[config.mk]
export PLATFORM = sky130hd
export DESIGN_NAME = regression_controller
export DESIGN_NICKNAME = d
export VERILOG_FILES = /design/src/rtl/regression_pkg.sv /design/src/rtl/regression_addr_counter.sv /design/src/rtl/regression_controller.sv
export SDC_FILE = /design/constraint.sdc
export NUM_CORES = 1
export LEC_CHECK = 0
export ABC_AREA = 1
export CAP_MARGIN = 20
export CORE_ASPECT_RATIO = 0.75
export CORE_MARGIN = 1
export CORE_UTILIZATION = 53
export CTS_CLUSTER_SIZE = 10
export DETAILED_ROUTE_END_ITERATION = 8
export GPL_TIMING_DRIVEN = 0
export MAX_ROUTING_LAYER = met4
export PLACE_DENSITY = 0.82
export SYNTH_ARGS = -nofsm -noshare
export SYNTH_HDL_FRONTEND = slang
export SYNTH_SLANG_ARGS = --single-unit
[constraint.sdc]
create_clock -name clk -period 3 [get_ports clk]
set_input_delay 0.9 -clock clk [delete_from_list [all_inputs] [get_ports clk]]
set_output_delay 0.9 -clock clk [all_outputs]
set_load 0.005 [all_outputs]
[src/rtl/regression_pkg.sv]
// regression_pkg: state encoding and default sizing shared by the regression controller and datapath
package regression_pkg;
  typedef enum logic [3:0] {
    IDLE = 4'd0,
    CLR1 = 4'd1,
    SUM  = 4'd2,
    MEAN = 4'd3,
    CLR2 = 4'd4,
    COV  = 4'd5,
    DIV  = 4'd6,
    COEF = 4'd7,
    ERR  = 4'd8,
    DONE = 4'd9
  } state_t;
  localparam int STATE_COUNT = 10;
  localparam int N_SAMPLES_DEF = 150;
  localparam int ADDR_W_DEF = 8;
endpackage

[src/rtl/regression_addr_counter.sv]
// regression_addr_counter: sample address sequencer with terminal flag and one-cycle-delayed data-valid
module regression_addr_counter
  import regression_pkg::*;
#(
  parameter int N_SAMPLES = N_SAMPLES_DEF,
  parameter int ADDR_W = ADDR_W_DEF
) (
  input  logic              clk,
  input  logic              rst,
  input  logic              clr,
  input  logic              en,
  output logic [ADDR_W-1:0] addr,
  output logic              tc,
  output logic              fin,
  output logic              valid
);
  localparam logic [ADDR_W-1:0] LAST = ADDR_W'(N_SAMPLES - 1);
  assign tc = addr == LAST;
  // address stops at the last sample; fin marks that the last address has been issued
  always_ff @(posedge clk)
    if (!rst || clr) begin
      addr  <= '0;
      fin   <= 1'b0;
      valid <= 1'b0;
    end else begin
      if (en && !tc) addr <= addr + 1'b1;
      if (en && tc) fin <= 1'b1;
      valid <= en;
    end
endmodule

[src/rtl/regression_controller.sv]
// regression_controller: three-pass sequencing FSM for the linear-regression datapath
module regression_controller
  import regression_pkg::*;
#(
  parameter int N_SAMPLES = N_SAMPLES_DEF,
  parameter int ADDR_W = ADDR_W_DEF
) (
  input  logic              clk,
  input  logic              rst,
  input  logic              start,
  input  logic              div_done,
  output logic              ready,
  output logic [ADDR_W-1:0] mem_addr,
  output logic              acc_clr,
  output logic              sum_en,
  output logic              mean_ld,
  output logic              cov_en,
  output logic              div_start,
  output logic              coef_ld,
  output logic              err_valid
);
  state_t state;
  logic div_wait, pass, clr, issue, tc, fin, valid, pass_end;
  assign pass = state inside {SUM, COV, ERR};
  assign clr = state inside {CLR1, CLR2, COEF};
  assign issue = pass && !fin;
  assign pass_end = tc && fin;
  regression_addr_counter #(.N_SAMPLES(N_SAMPLES), .ADDR_W(ADDR_W)) u_cnt (
    .clk   (clk),
    .rst   (rst),
    .clr   (clr),
    .en    (issue),
    .addr  (mem_addr),
    .tc    (tc),
    .fin   (fin),
    .valid (valid)
  );
  // state sequencing; div_wait masks div_done during the divider launch cycle
  always_ff @(posedge clk)
    if (!rst) begin
      state    <= IDLE;
      div_wait <= 1'b0;
    end else begin
      div_wait <= state == DIV;
      case (state)
        IDLE:    if (start) state <= CLR1;
        CLR1:    state <= SUM;
        SUM:     if (pass_end) state <= MEAN;
        MEAN:    state <= CLR2;
        CLR2:    state <= COV;
        COV:     if (pass_end) state <= DIV;
        DIV:     if (div_wait && div_done) state <= COEF;
        COEF:    state <= ERR;
        ERR:     if (pass_end) state <= DONE;
        DONE:    state <= IDLE;
        default: state <= IDLE;
      endcase
    end
  assign ready     = state == IDLE;
  assign acc_clr   = state inside {CLR1, CLR2};
  assign sum_en    = state == SUM && valid;
  assign mean_ld   = state == MEAN;
  assign cov_en    = state == COV && valid;
  assign div_start = state == DIV && !div_wait;
  assign coef_ld   = state == COEF;
  assign err_valid = state == ERR && valid;
endmodule

==> results.py <==
metrics = {
    "run_status": {
        "status": "finished, final reports clean",
    },
    "detailed_routing": {
        "wl_per_cell_um": 12.7,
        "vias_per_cell": 5.36,
        "drt_iter0_drc": 52,
        "routed_wirelength_mm": 2.37,
        "remaining_drc_errors": 0,
        "antenna_left": 0,
        "vias": 1003,
        "dr.pass1.iters": 4,
    },
    "placement": {
        "port_buffers": 19,
        "dp_hpwl_mm": 1.73,
        "pre_cts_slack_ps": 718,
        "dpl_cell_area_mm2": 0.00114,
        "place_congestion": 0.886,
        "numPlacedInstances": 183,
    },
    "timing": {
        "rsz0062_at_grt": "false",
        "setup_ws_ps": 392,
        "min_period_over_period_pct": 86.9,
        "slew_violations": 0,
        "tns_ps": 0,
        "fin_skew_ps": 2.03,
        "maxSlewHeadroom_pct": 78.6,
        "setup_violations": 0,
        "worst_pin_slew_ps": 319,
        "hold_viol_final": 0,
        "period_minus_slack_ps": 2610,
        "clock.fmax_mhz": 383,
    },
    "hold_path": {
        "min_from": "u_cnt.addr[7]",
        "hp-class": "reg2reg",
        "holdPathStages": 2,
        "hold_end": "u_cnt.addr[7]",
    },
    "global_routing": {
        "grt_max_degree": 11,
        "grt_overflow": 0,
        "grt_pass1_wl_mm": 3.83,
        "grt_usage_pct": 29.3,
        "grt_pass1_vias": 876,
        "antenna_found_initial": 0,
    },
    "synthesis": {
        "yosys-top-cells-count": "nand2_1 (34), inv_1 (18), nor2_1 (16)",
        "synth-edff-count": 0,
        "synth_cell_type_count": 21,
        "synthTopCellsByArea": "dfxtp_1 (32%), nand2_1 (14%), inv_1 (7.3%)",
        "yosysWarnings": 0,
        "synth.cell_area_um2": 925,
        "synth_cells": 143,
        "async_reset_ff_share_pct": 0,
        "syn_nets": 149,
        "synthFlopType": "dfxtp_1",
        "yosysTopAreaCell": "dfxtp_1",
        "synth_top_area_share_pct": 32.5,
        "synth-seq-cells": 15,
        "synth.avg_cell_area_um2": 6.47,
        "yosysSeqAreaShare_pct": 32.5,
        "yosysMostFrequentCell": "nand2_1",
    },
    "critical_path": {
        "rr_startpoint": "u_cnt.addr[1]",
        "cpMaxStageDelayCell": "clkdlybuf4s50_1",
        "r2r-end": "u_cnt.addr[5]",
        "required_ps": 2100,
        "max_stage_delay_ps": 510,
        "worstSetupEndpointType": "primary output",
        "rr_worst_depth": 8,
        "crit_chain": "inv_1 > nor2_2 > nand2_1 > nor2_1 > clkdlybuf4s50_1",
        "path_class": "reg2out",
        "reg2reg_slack_ps": 1490,
        "crit_path_max_fanout": 5,
        "cp-start-kind": "flip-flop",
        "crit_arrival_ps": 1710,
    },
    "floorplanning": {
        "initial_core_util_pct": 59.2,
        "die_w_um": 50.2,
        "dieArea_mm2": 0.00192,
        "row_count": 12,
        "die_y_um": 38.2,
        "core-area_mm2": 0.00156,
        "ios": 20,
    },
    "finish": {
        "drive_gt1_share_pct": 13.9,
        "stdcell_count": 187,
        "fill_cells": 133,
        "fin_area_mm2": 0.00117,
        "seq_area_um2": 300,
        "multi_input_area_um2": 527,
        "nets": 173,
        "area_delta_synth_final_pct": 26.3,
        "num_antenna_cells": 0,
    },
    "clock_tree": {
        "htree_levels": 1,
        "cts_hold_buffers": 0,
        "cts-resized-gates": 0,
        "cts-root-buf": "clkbuf_4",
        "clkLatencyLatePin_ps": 290,
        "clk_path_buf_depth": 2,
        "cts_buffers": 3,
        "cts_tree": "done",
        "clk_pin_slew_ps": 90,
        "post_cts_buffers": 0,
        "cts_sinks": 15,
    },
    "power_and_ir_drop": {
        "power.leakage_nw": 0.473,
        "ir_worst_vdd_v": 0.000597,
        "power.density_mw_per_mm2": 657,
    },
    "flow_run": {
        "cap_viol_max_count": 0,
    },
}
[logic make-up after synthesis]
family,Yosys count,synth area share [%]
adder cells (fa/ha/maj),2,2.71
flip-flops,15,32.5
buffers and inverters,24,10.6
XOR/XNOR,1,0.947
AND/OR/NAND/NOR,83,43.4
AO/OA/AOI/OAI,18,9.88
[layout by cell type, fill, tap and decap left out, types with 2 or more instances in the layout]
cell and instances:
nor2_1 16, nand4_1 7, clkbuf_4 3, a21oi_1 12, inv_1 18, nand3_1 9
clkdlybuf4s50_1 19, nor2_2 5, ha_1 2, nand2_2 5, inv_2 4, nand3_2 3
nand2_1 34, dfxtp_1 15, o21ai_0 3, o21ai_1 2, nor3_2 2
[cell type report]
class                   count  area share, %
plain buffers               1          0.965
flip-flops and latches     15           25.7
repair buffers             19           16.3
multi-input cells         104           45.1
inverters                  23           7.40
well taps                  21           2.25
clock buffers               4           2.25
[report_power, final]
part | internal (mW) | total [mW] | switching [mW] | leakage (nW)
sequential | 0.230 | 0.266 | 0.0361 | 0.122
clock | 0.0518 | 0.120 | 0.0680 | 0.0150
combinational | 0.154 | 0.380 | 0.226 | 0.336
[worst max path at each step]
| stage | from | end | slack [ps] | depth (start not counted) |
|---|---|---|---|---|
| global placement | state[0] | acc_clr | 770 | 5 |
| detailed placement | state[1] | div_start | 720 | 5 |
| CTS | state[1] | div_start | 390 | 5 |
| finish | state[1] | div_start | 390 | 5 |
| global route | state[0] | acc_clr | 280 | 5 |
| floorplan | state[1] | div_start | 1330 | 4 |
[worst max-delay path, delay by kind of cell (launching register included)]
family	cells	cell delay, ps
buffers and inverters	2	590
DFF	1	450
and+or+nand+nor	3	370
[per-layer routing]
metal  vias up  wire, µm  global-route usage [%]
li1        510         -                       -
met1       439      1120                    36.0
met2        48      1030                    44.3
met3         6       185                    10.3
met4         0        33                    11.4
met5         -         0                       -
[state kept, by name, summed over array words and instances (netlist names)]
name         count
u_cnt.addr       8
state            4
div_wait         1
u_cnt.fin        1
u_cnt.valid      1
[metrics by stage]
stage	hold WS [ps]	util, %	power [mW]
floorplan	499	-	0.508
global placement	504	73.1	0.627
detailed placement	507	73.1	0.639
CTS	525	74.8	0.761
global route	555	74.8	0.824
finish	527	74.8	0.766
(Power assumes the default switching activity.)
